## config.mk

```make
export PLATFORM = sky130hd
export DESIGN_NAME = chunked_adder
export DESIGN_NICKNAME = d
export VERILOG_FILES = /design/src/rtl/chunked_adder.sv
export SDC_FILE = /design/constraint.sdc
export NUM_CORES = 1
export LEC_CHECK = 0
export CORE_ASPECT_RATIO = 0.7
export CORE_UTILIZATION = 45
export CTS_CLUSTER_SIZE = 25
export DETAILED_ROUTE_END_ITERATION = 7
export PLACE_DENSITY = 0.76
export SETUP_SLACK_MARGIN = 0.2
export SLEW_MARGIN = 20
export SYNTH_ARGS = -nofsm -noshare
export SYNTH_HDL_FRONTEND = slang
export SYNTH_SLANG_ARGS = --single-unit
```

## constraint.sdc

```tcl
create_clock -name clk -period 1.8 [get_ports clk]
set_input_delay 0.18 -clock clk [delete_from_list [all_inputs] [get_ports clk]]
set_output_delay 0.18 -clock clk [all_outputs]
set_load 0.1 [all_outputs]
```

## src/rtl/chunked_adder.sv

```systemverilog
// rtl/chunked_adder.sv - multi-cycle adder that sums WIDTH-bit operands CHUNK bits per clock
//
// Purpose:
//   Adds A + B + Cin over N = WIDTH/CHUNK clock cycles, one CHUNK-bit slice per
//   cycle, with the carry rippling between slices through a register. The
//   result (S, Cout, V) is registered and only changes on the edge that
//   finishes the last slice.
//
// Parameters:
//   WIDTH  operand/sum width in bits (default 8)
//   CHUNK  bits added per cycle (default 4); WIDTH must be a multiple of CHUNK
//
// Ports:
//   clk    in   1      sole clock, rising edge
//   rst    in   1      asynchronous active-high reset
//   start  in   1      request a new addition (accepted in IDLE or DONE)
//   A      in   WIDTH  operand A, latched on acceptance
//   B      in   WIDTH  operand B, latched on acceptance
//   Cin    in   1      carry-in, latched on acceptance
//   S      out  WIDTH  sum of the last completed addition
//   Cout   out  1      carry-out of the last completed addition
//   V      out  1      two's-complement overflow of the last completed addition
//   busy   out  1      high while slices are being added (RUN)
//   done   out  1      one-cycle pulse after S/Cout/V were updated (DONE)

module chunked_adder #(
    parameter int WIDTH = 8,
    parameter int CHUNK = 4
) (
    input  logic             clk,
    input  logic             rst,
    input  logic             start,
    input  logic [WIDTH-1:0] A,
    input  logic [WIDTH-1:0] B,
    input  logic             Cin,
    output logic [WIDTH-1:0] S,
    output logic             Cout,
    output logic             V,
    output logic             busy,
    output logic             done
);

    localparam int N  = WIDTH / CHUNK;
    // Keep the counter at least one bit wide so the single-chunk case still elaborates.
    localparam int KW = (N > 1) ? $clog2(N) : 1;
    localparam logic [KW-1:0] K_LAST = KW'(N - 1);

    typedef enum logic [1:0] {
        IDLE = 2'd0,
        RUN  = 2'd1,
        DONE = 2'd2
    } state_t;

    state_t            r_state;
    logic [WIDTH-1:0]  r_a;       // latched A, shifted right one chunk per RUN edge
    logic [WIDTH-1:0]  r_b;       // latched B, shifted right one chunk per RUN edge
    logic              r_carry;   // carry into the chunk being processed
    logic [KW-1:0]     r_k;       // index of the chunk being processed
    logic [WIDTH-1:0]  r_sum;     // partial sums, filled from the top down
    logic [WIDTH-1:0]  r_s;
    logic              r_cout;
    logic              r_v;
    logic              r_busy;
    logic              r_done;

    logic [CHUNK:0]    w_chunk_sum;
    logic [WIDTH-1:0]  w_chunk_ext;
    logic [WIDTH-1:0]  w_sum_next;
    logic              w_v;
    logic              w_last;

    // The current chunk always sits in the low CHUNK bits of the shifted operands.
    assign w_chunk_sum = {1'b0, r_a[CHUNK-1:0]}
                       + {1'b0, r_b[CHUNK-1:0]}
                       + {{CHUNK{1'b0}}, r_carry};

    // New partial sum enters at the top; after N shifts chunk 0 lands at bit 0.
    assign w_chunk_ext = WIDTH'(w_chunk_sum[CHUNK-1:0]);
    assign w_sum_next  = (r_sum >> CHUNK) | (w_chunk_ext << (WIDTH - CHUNK));

    // On the last chunk the operand MSBs are A[WIDTH-1]/B[WIDTH-1]; the carry
    // into the sum MSB is recovered as a ^ b ^ s at that bit.
    assign w_v = r_a[CHUNK-1] ^ r_b[CHUNK-1] ^ w_chunk_sum[CHUNK-1] ^ w_chunk_sum[CHUNK];

    assign w_last = (r_k == K_LAST);

    always_ff @(posedge clk or posedge rst) begin
        if (rst) begin
            r_state <= IDLE;
            r_a     <= '0;
            r_b     <= '0;
            r_carry <= 1'b0;
            r_k     <= '0;
            r_sum   <= '0;
            r_s     <= '0;
            r_cout  <= 1'b0;
            r_v     <= 1'b0;
            r_busy  <= 1'b0;
            r_done  <= 1'b0;
        end else begin
            case (r_state)
                IDLE, DONE: begin
                    r_done <= 1'b0;
                    if (start) begin
                        r_a     <= A;
                        r_b     <= B;
                        r_carry <= Cin;
                        r_k     <= '0;
                        r_sum   <= '0;
                        r_state <= RUN;
                        r_busy  <= 1'b1;
                    end else begin
                        r_state <= IDLE;
                        r_busy  <= 1'b0;
                    end
                end

                RUN: begin
                    // start is deliberately not looked at here.
                    r_a     <= r_a >> CHUNK;
                    r_b     <= r_b >> CHUNK;
                    r_carry <= w_chunk_sum[CHUNK];
                    r_sum   <= w_sum_next;
                    if (w_last) begin
                        r_s     <= w_sum_next;
                        r_cout  <= w_chunk_sum[CHUNK];
                        r_v     <= w_v;
                        r_state <= DONE;
                        r_busy  <= 1'b0;
                        r_done  <= 1'b1;
                    end else begin
                        r_k <= r_k + KW'(1);
                    end
                end

                default: begin
                    r_state <= IDLE;
                    r_busy  <= 1'b0;
                    r_done  <= 1'b0;
                end
            endcase
        end
    end

    assign S    = r_s;
    assign Cout = r_cout;
    assign V    = r_v;
    assign busy = r_busy;
    assign done = r_done;

endmodule

```

==> flow_summary.yaml, run 1 <==
finish:
  drive_above_1_share_pct: 23.3
  final_core_util_pct: 62.1
  diodes: 0
  nets: 200
  syn_to_final_growth_pct: 30.8
  stdcell_count: 214
setup_path:
  cp_max_fo: 3
  reg2reg_from: "r_carry"
  reg2reg_slack_ps: 60
  reg2regPathDepth: 8
  startpoint_type: "register"
  r2r-end: "V"
  cp-startpoint: "r_carry"
  endpoint_kind: "register"
  worst-setup-path-type: "reg -> reg"
  crit_arrival_ps: 1910
  critPathRequiredTime_ps: 1970
global_route:
  overflow: 0
  grt_pass1_vias: 1111
  antenna_found_initial: 0
  grt.total_usage_pct: 20.5
  grt_pass1_wl_um: 5150
  grt_max_degree: 36
sta:
  fin_tns_setup_ps: 0
  finalCritPeriodShare_pct: 96.7
  finalSetupViolCount: 0
  rsz0062_at_grt: "yes"
  finalMaxSlewViolations: 0
  tightest_slew_ps: 714
  hold_viol: 0
  slew_headroom_pct: 52.4
  worst_hold_slack_ps: 291
  skew_ps: 1.47
  max_freq_mhz: 575
  fin_crit_ps: 1740
drt:
  vias: 1108
  drt_iter0_markers: 56
  drc: 0
  ant_nets: 0
  first_pass_iters: 6
  routed_via_density: 5.18
  wl_per_cell_um: 14.6
  routed_wl_um: 3130
yosys:
  yosys.area.top_type_share_pct: 58.2
  yosys-top-cells-count: "dfrtp_1 (35), nand2_1 (25), a22o_1 (9)"
  ys.flop_type: "dfrtp_1"
  ys_seq_area_share_pct: 58.2
  synth_largest_area_cell: "dfrtp_1"
  yosysMostFrequentCell: "dfrtp_1"
  post_synth_inst_count: 137
  yosys.cell_types.count: 26
  netlist_area_sq_mm: 0.00151
  synthTopCellsByArea: "dfrtp_1 (58%), nand2_1 (6.2%), a22o_1 (5.2%)"
  synthArstFlopShare_pct: 100
  synth-seq-cells: 35
  synth_nets: 162
  syn_area_per_cell_sq_um: 11.0
  synth_warnings: 0
  synth_edf_count: 0
place:
  dp.cells: 201
  dp_hpwl_um: 2200
  portBuffers: 31
  place_congestion: 0.798
clocking:
  clockRootBuffer: "clkbuf_8"
  clock_latency_ps: 290
  hold_buffers: 0
  tritoncts: "built"
  h-tree-depth: 2
  numClockSinks: 35
  ctsLongestPathBuffers: 2
  numCtsBuffers: 5
  path_clk_slew_ps: 60
floorplanning:
  chipWidth_um: 71.1
  die_h_um: 50.4
  core_area_sq_mm: 0.00317
  start_util_pct: 47.5
  pin_count: 32
  num_rows: 17
  fp.dieArea_sq_mm: 0.00358
run:
  cap_violations: 0
status:
  status: "completed"
min_path:
  hold_path.class: "in -> async"
logic make-up (layout without fill, tap and decap cells):
logic type,count (synthesis),after routing,synth area share [%]
XOR/XNOR,3,3,1.75
flip-flops,35,35,58.2
adder cells (fa/ha/maj),5,5,5.15
AO/OA/AOI/OAI,34,34,14.5
buffers and inverters,15,54,4.91
AND/OR/NAND/NOR,40,40,11.7
multiplexers,5,5,3.74
cells in the final DEF, fill, tap and decap left out, types with 2 or more instances in the layout:
| cell type | Yosys | layout |
|---|---|---|
| buf_4 | 4 | 20 |
| nor2_1 | 8 | 8 |
| nor2b_2 | 1 | 2 |
| clkdlybuf4s50_1 | 0 | 19 |
| a21oi_1 | 4 | 3 |
| fa_2 | 0 | 2 |
| mux2_1 | 5 | 5 |
| inv_1 | 7 | 3 |
| nand2b_1 | 2 | 2 |
| inv_2 | 0 | 4 |
| dfrtp_1 | 35 | 34 |
| o21ai_0 | 8 | 7 |
| nand2_1 | 25 | 25 |
| clkbuf_8 | 0 | 7 |
| a31oi_1 | 6 | 6 |
| a22o_1 | 9 | 9 |
| ha_1 | 3 | 3 |
| o21ai_1 | 4 | 4 |
state kept, by name (all words and copies together), names as in the netlist:
register  count
r_state       1
S             8
V             1
r_k           1
r_sum         4
Cout          1
r_a           8
r_carry       1
r_b           8
done          1
busy          1
layout make-up:
cell class / count / area, sq um
fillers: 257 / 1200
flip-flops and latches: 35 / 877
multi-input cells: 87 / 578
repair buffers: 39 / 340
clock buffers: 8 / 100
well taps: 38 / 47.5
inverters: 7 / 26.3
worst max path at each step:
| stage | endpoint | slack [ps] | cells after the start |
|---|---|---|---|
| 3_5_place_dp | V | -40 | 8 |
| 3_3_place_gp | V | 60 | 8 |
| 2_1_floorplan | V | 90 | 8 |
| 4_1_cts | V | 60 | 8 |
| 5_1_grt | V | -40 | 8 |
| 6_report | V | 60 | 8 |
stage by stage:
stage          cell area [sq um]  setup slack, ps
6_report                    1970             59.4
5_1_grt                     1970            -35.9
4_1_cts                     1940             58.5
3_5_place_dp                1810            -36.6
3_3_place_gp                1810             55.0
2_1_floorplan               1510             89.6
per-layer routing:
layer,vias to the layer above,GRT usage [%],share of wire (%)
met3,7,8.23,4.5
met5,-,0,0
met4,0,9.33,1.5
met1,532,25.2,47
met2,35,32.1,47
li1,534,-,-
worst max-delay path, stage by stage (launching register included):
cell and delay (ps):
dfrtp_1 400, inv_2 70, fa_2 210, inv_2 40
fa_2 340, a21o_1 170, a21oi_2 190, xor2_1 160
o21ai_1 70
timing repair:
| item | 4_1_cts | 5_1_grt |
|---|---|---|
| setup endpoints to repair | 20 | 7 |
| hold endpoints to repair | 0 | 0 |
| cloned | 0 | 0 |
| setup buffers | 2 | 3 |
| gates resized for setup | 7 | 3 |
| pin swaps | 3 | 3 |
Power of run 1 is left out: the tool's default activity adds up to more than one toggle a clock period on the data nets, which glitch-free logic cannot reach.
==> run 2: changes to the inputs <==
--- a/config.mk
+++ b/config.mk
@@ -5,8 +5,11 @@
 export SDC_FILE = /design/constraint.sdc
 export NUM_CORES = 1
 export LEC_CHECK = 0
+export CAP_MARGIN = 20
+export CELL_PAD_IN_SITES_DETAIL_PLACEMENT = 1
+export CELL_PAD_IN_SITES_GLOBAL_PLACEMENT = 1
 export CORE_ASPECT_RATIO = 0.7
-export CORE_UTILIZATION = 45
+export CORE_UTILIZATION = 35
 export CTS_CLUSTER_SIZE = 25
 export DETAILED_ROUTE_END_ITERATION = 7
 export PLACE_DENSITY = 0.76
==> flow_summary.yaml, run 2 (same netlist as run 1, synthesis figures left out) <==
drt:
  routed_wl_um: 3550
  first_pass_iters: 4
  vias: 1120
  ant_nets: 0
  drt_iter0_markers: 38
  drc: 0
  wl_per_cell_um: 15.6
  routed_via_density: 4.91
setup_path:
  critPathRequiredTime_ps: 1970
  reg2reg_from: "r_carry"
  r2r-end: "V"
  cp_max_fo: 3
  endpoint_kind: "register"
  worst-setup-path-type: "reg -> reg"
  reg2reg_slack_ps: 70
  startpoint_type: "register"
  reg2regPathDepth: 8
  crit_arrival_ps: 1900
sta:
  slew_headroom_pct: 57.1
  finalCritPeriodShare_pct: 96.4
  fin_crit_ps: 1730
  skew_ps: 3.42
  finalSetupViolCount: 0
  tightest_slew_ps: 643
  hold_viol: 0
  finalMaxSlewViolations: 0
  rsz0062_at_grt: "yes"
  max_freq_mhz: 576
floorplanning:
  core_area_sq_mm: 0.00402
  start_util_pct: 37.5
  chipWidth_um: 80.4
  num_rows: 19
  fp.dieArea_sq_mm: 0.00457
  pin_count: 32
  die_h_um: 56.9
clocking:
  h-tree-depth: 2
  numClockSinks: 35
  path_clk_slew_ps: 70
  clock_latency_ps: 290
  clockRootBuffer: "clkbuf_8"
  hold_buffers: 0
  ctsLongestPathBuffers: 2
  numCtsBuffers: 5
  tritoncts: "built"
finish:
  nets: 200
  fill_cells: 444
  final_cell_mix: "dfrtp_1 (34), nand2_1 (25), buf_4 (20)"
  mostFrequentLayoutCell: "dfrtp_1"
  syn_to_final_growth_pct: 31.7
  final_core_util_pct: 49.3
  drive_above_1_share_pct: 23.3
  diodes: 0
global_route:
  grt_pass1_wl_um: 5960
  antenna_found_initial: 0
  grt_pass1_vias: 1220
  grt_max_degree: 36
  grt.total_usage_pct: 18.2
  overflow: 0
place:
  place_congestion: 0.766
  portBuffers: 31
  dp_hpwl_um: 2460
run:
  cap_violations: 0
status:
  status: "completed"
min_path:
  hold_path.class: "in -> async"
[run 2: cell type report]
class / count / area [sq um] / area share (%)
flip-flops and latches: 35 / 877 / 44.3
inverters: 7 / 26.3 / 1.33
clock buffers: 8 / 100 / 5.05
repair buffers: 39 / 340 / 17.2
well taps: 52 / 65.1 / 3.28
multi-input cells: 87 / 573 / 28.9
[run 2: worst max-delay path, cell delays in order (launching register included)]
cell     delay (ps)
dfrtp_1         390
inv_2            70
fa_2            210
inv_2            40
fa_2            330
a21o_1          170
a21oi_2         180
xor2_1          160
o21ai_1          80
[run 2: metal layers]
metal	GRT usage, %	routed length, um	up-vias
met5	0	0	-
met2	28.3	1650	27
met1	23.3	1640	550
met4	8.42	59	0
met3	5.04	205	8
li1	-	-	535
[run 2: how the worst max path moves through the flow]
stage,startpoint,endpoint,slack [ps],depth (start not counted)
after floorplan,r_a[0],V,90,8
after global placement,r_a[0],V,60,8
after detailed placement,r_b[0],V,-40,8
after CTS,r_a[0],V,50,8
after global routing,r_b[0],V,-60,8
final,r_carry,V,70,8
[run 2: metrics by stage]
step	TNS [ps]	hold WS, ps	area (sq um)	instances	setup slack (ps)
2_1_floorplan	0	320	1510	137	89.6
3_3_place_gp	0	460	1830	215	61.5
3_5_place_dp	-36.5	474	1830	215	-36.5
4_1_cts	0	306	1960	226	52.6
5_1_grt	-59.8	352	1980	228	-59.8
6_report	0	295	1980	228	65.4
[run 2: what timing repair did]
item	CTS	global route
gates resized for setup	8	2
setup buffers	3	2
pin swaps	3	4
endpoints found under the setup margin	21	12
Power of run 2 is left out for the same reason.
==> run 3: changes to the inputs <==
--- a/config.mk
+++ b/config.mk
@@ -14,6 +14,7 @@
 export DETAILED_ROUTE_END_ITERATION = 7
 export PLACE_DENSITY = 0.76
 export SETUP_SLACK_MARGIN = 0.2
+export SKIP_CTS_REPAIR_TIMING = 1
 export SLEW_MARGIN = 20
 export SYNTH_ARGS = -nofsm -noshare
 export SYNTH_HDL_FRONTEND = slang
==> flow_summary.yaml, run 3 (same netlist as run 1, synthesis figures left out) <==
status:
  status: "completed"
sta:
  max_freq_mhz: 566
  tightest_slew_ps: 435
  fin_crit_ps: 1770
  worst_hold_slack_ps: 288
  hold_viol: 0
  skew_ps: 4.13
  finalSetupViolCount: 0
  rsz0062_at_grt: "yes"
  fin_tns_setup_ps: 0
  finalMaxSlewViolations: 0
  finalCritPeriodShare_pct: 98.2
  slew_headroom_pct: 71.0
global_route:
  grt.total_usage_pct: 17.7
  grt_max_degree: 36
  overflow: 0
  antenna_found_initial: 0
  grt_pass1_wl_um: 5820
  grt_pass1_vias: 1206
place:
  postPlaceCellArea_sq_mm: 0.00183
  dp_hpwl_um: 2460
  place_congestion: 0.766
  portBuffers: 31
finish:
  fill_cells: 446
  final_cell_mix: "dfrtp_1 (34), nand2_1 (24), clkdlybuf4s50_1 (19)"
  final_core_util_pct: 49.5
  final_area_sq_mm: 0.00199
  mostFrequentLayoutCell: "dfrtp_1"
  diodes: 0
  register_area_sq_um: 877
  nets: 198
  drive_above_1_share_pct: 23.6
  syn_to_final_growth_pct: 32.0
  multiInputGateArea_sq_um: 593
clocking:
  numCtsBuffers: 5
  path_clk_slew_ps: 70
  numClockSinks: 35
  clockRootBuffer: "clkbuf_8"
  h-tree-depth: 2
  clock_latency_ps: 290
  ctsLongestPathBuffers: 2
  tritoncts: "built"
drt:
  ant_nets: 0
  drt_iter0_markers: 25
  vias: 1129
  drc: 0
  wl_per_cell_um: 15.7
  routed_via_density: 5.00
  first_pass_iters: 4
  routed_wl_um: 3550
setup_path:
  cp_max_fo: 3
  crit_arrival_ps: 1940
  startpoint_type: "register"
  worst-setup-path-type: "reg -> reg"
  reg2reg_slack_ps: 30
  critPathRequiredTime_ps: 1980
  endpoint_kind: "register"
floorplanning:
  die_h_um: 56.9
  num_rows: 19
  start_util_pct: 37.5
  core_area_sq_mm: 0.00402
  fp.dieArea_sq_mm: 0.00457
  pin_count: 32
  chipWidth_um: 80.4
min_path:
  hold_path.class: "in -> async"
run:
  cap_violations: 0
## run 3: changes by cell type in the layout (fill, tap and decap cells not counted), sizes merged
cell,previous run,this run
buf,20,18
## run 3: cell type report
cell class / count / share of cell area, %
clock buffer: 8 / 5.04
multi-input combinational: 87 / 29.8
tap: 52 / 3.27
timing repair buffer: 37 / 16.4
inverter: 7 / 1.32
sequential: 35 / 44.1
## run 3: path summary, 6_finish.rpt
| check | start | endpoint | cells after the start |
|---|---|---|---|
| setup reg to reg | r_a[0] | V | 8 |
| setup / recovery | r_a[0] | V | 8 |
| hold reg to reg | r_sum[7] | r_sum[7] | 2 |
| hold / removal | rst | S[5] | 3 |
| max in group asynchronous | rst | done | 3 |
| min in group clk | B[3] | r_b[3] | 3 |
## run 3: per-stage QoR
stage / cells / worst slack (ps)
2_1_floorplan: 137 / 89.6
3_3_place_gp: 215 / 61.5
3_5_place_dp: 215 / -36.5
4_1_cts: 223 / -44.8
5_1_grt: 226 / -88.2
6_report: 226 / 33.1
## run 3: worst max-delay path, cell delays in order, from the launching register on
cell	delay, ps
dfrtp_1	380
inv_2	70
fa_2	220
inv_2	40
fa_2	330
a21o_1	170
a21oi_2	190
xor2_1	170
o21ai_1	90
## run 3: metal layers
metal	up-vias	global-route usage (%)	share of wire (%)
met5	-	0	0
met4	0	8.42	1.7
met3	8	5.04	6.1
met2	31	27.1	47
met1	556	23.0	45
li1	534	-	-
Power of run 3 is left out for the same reason.
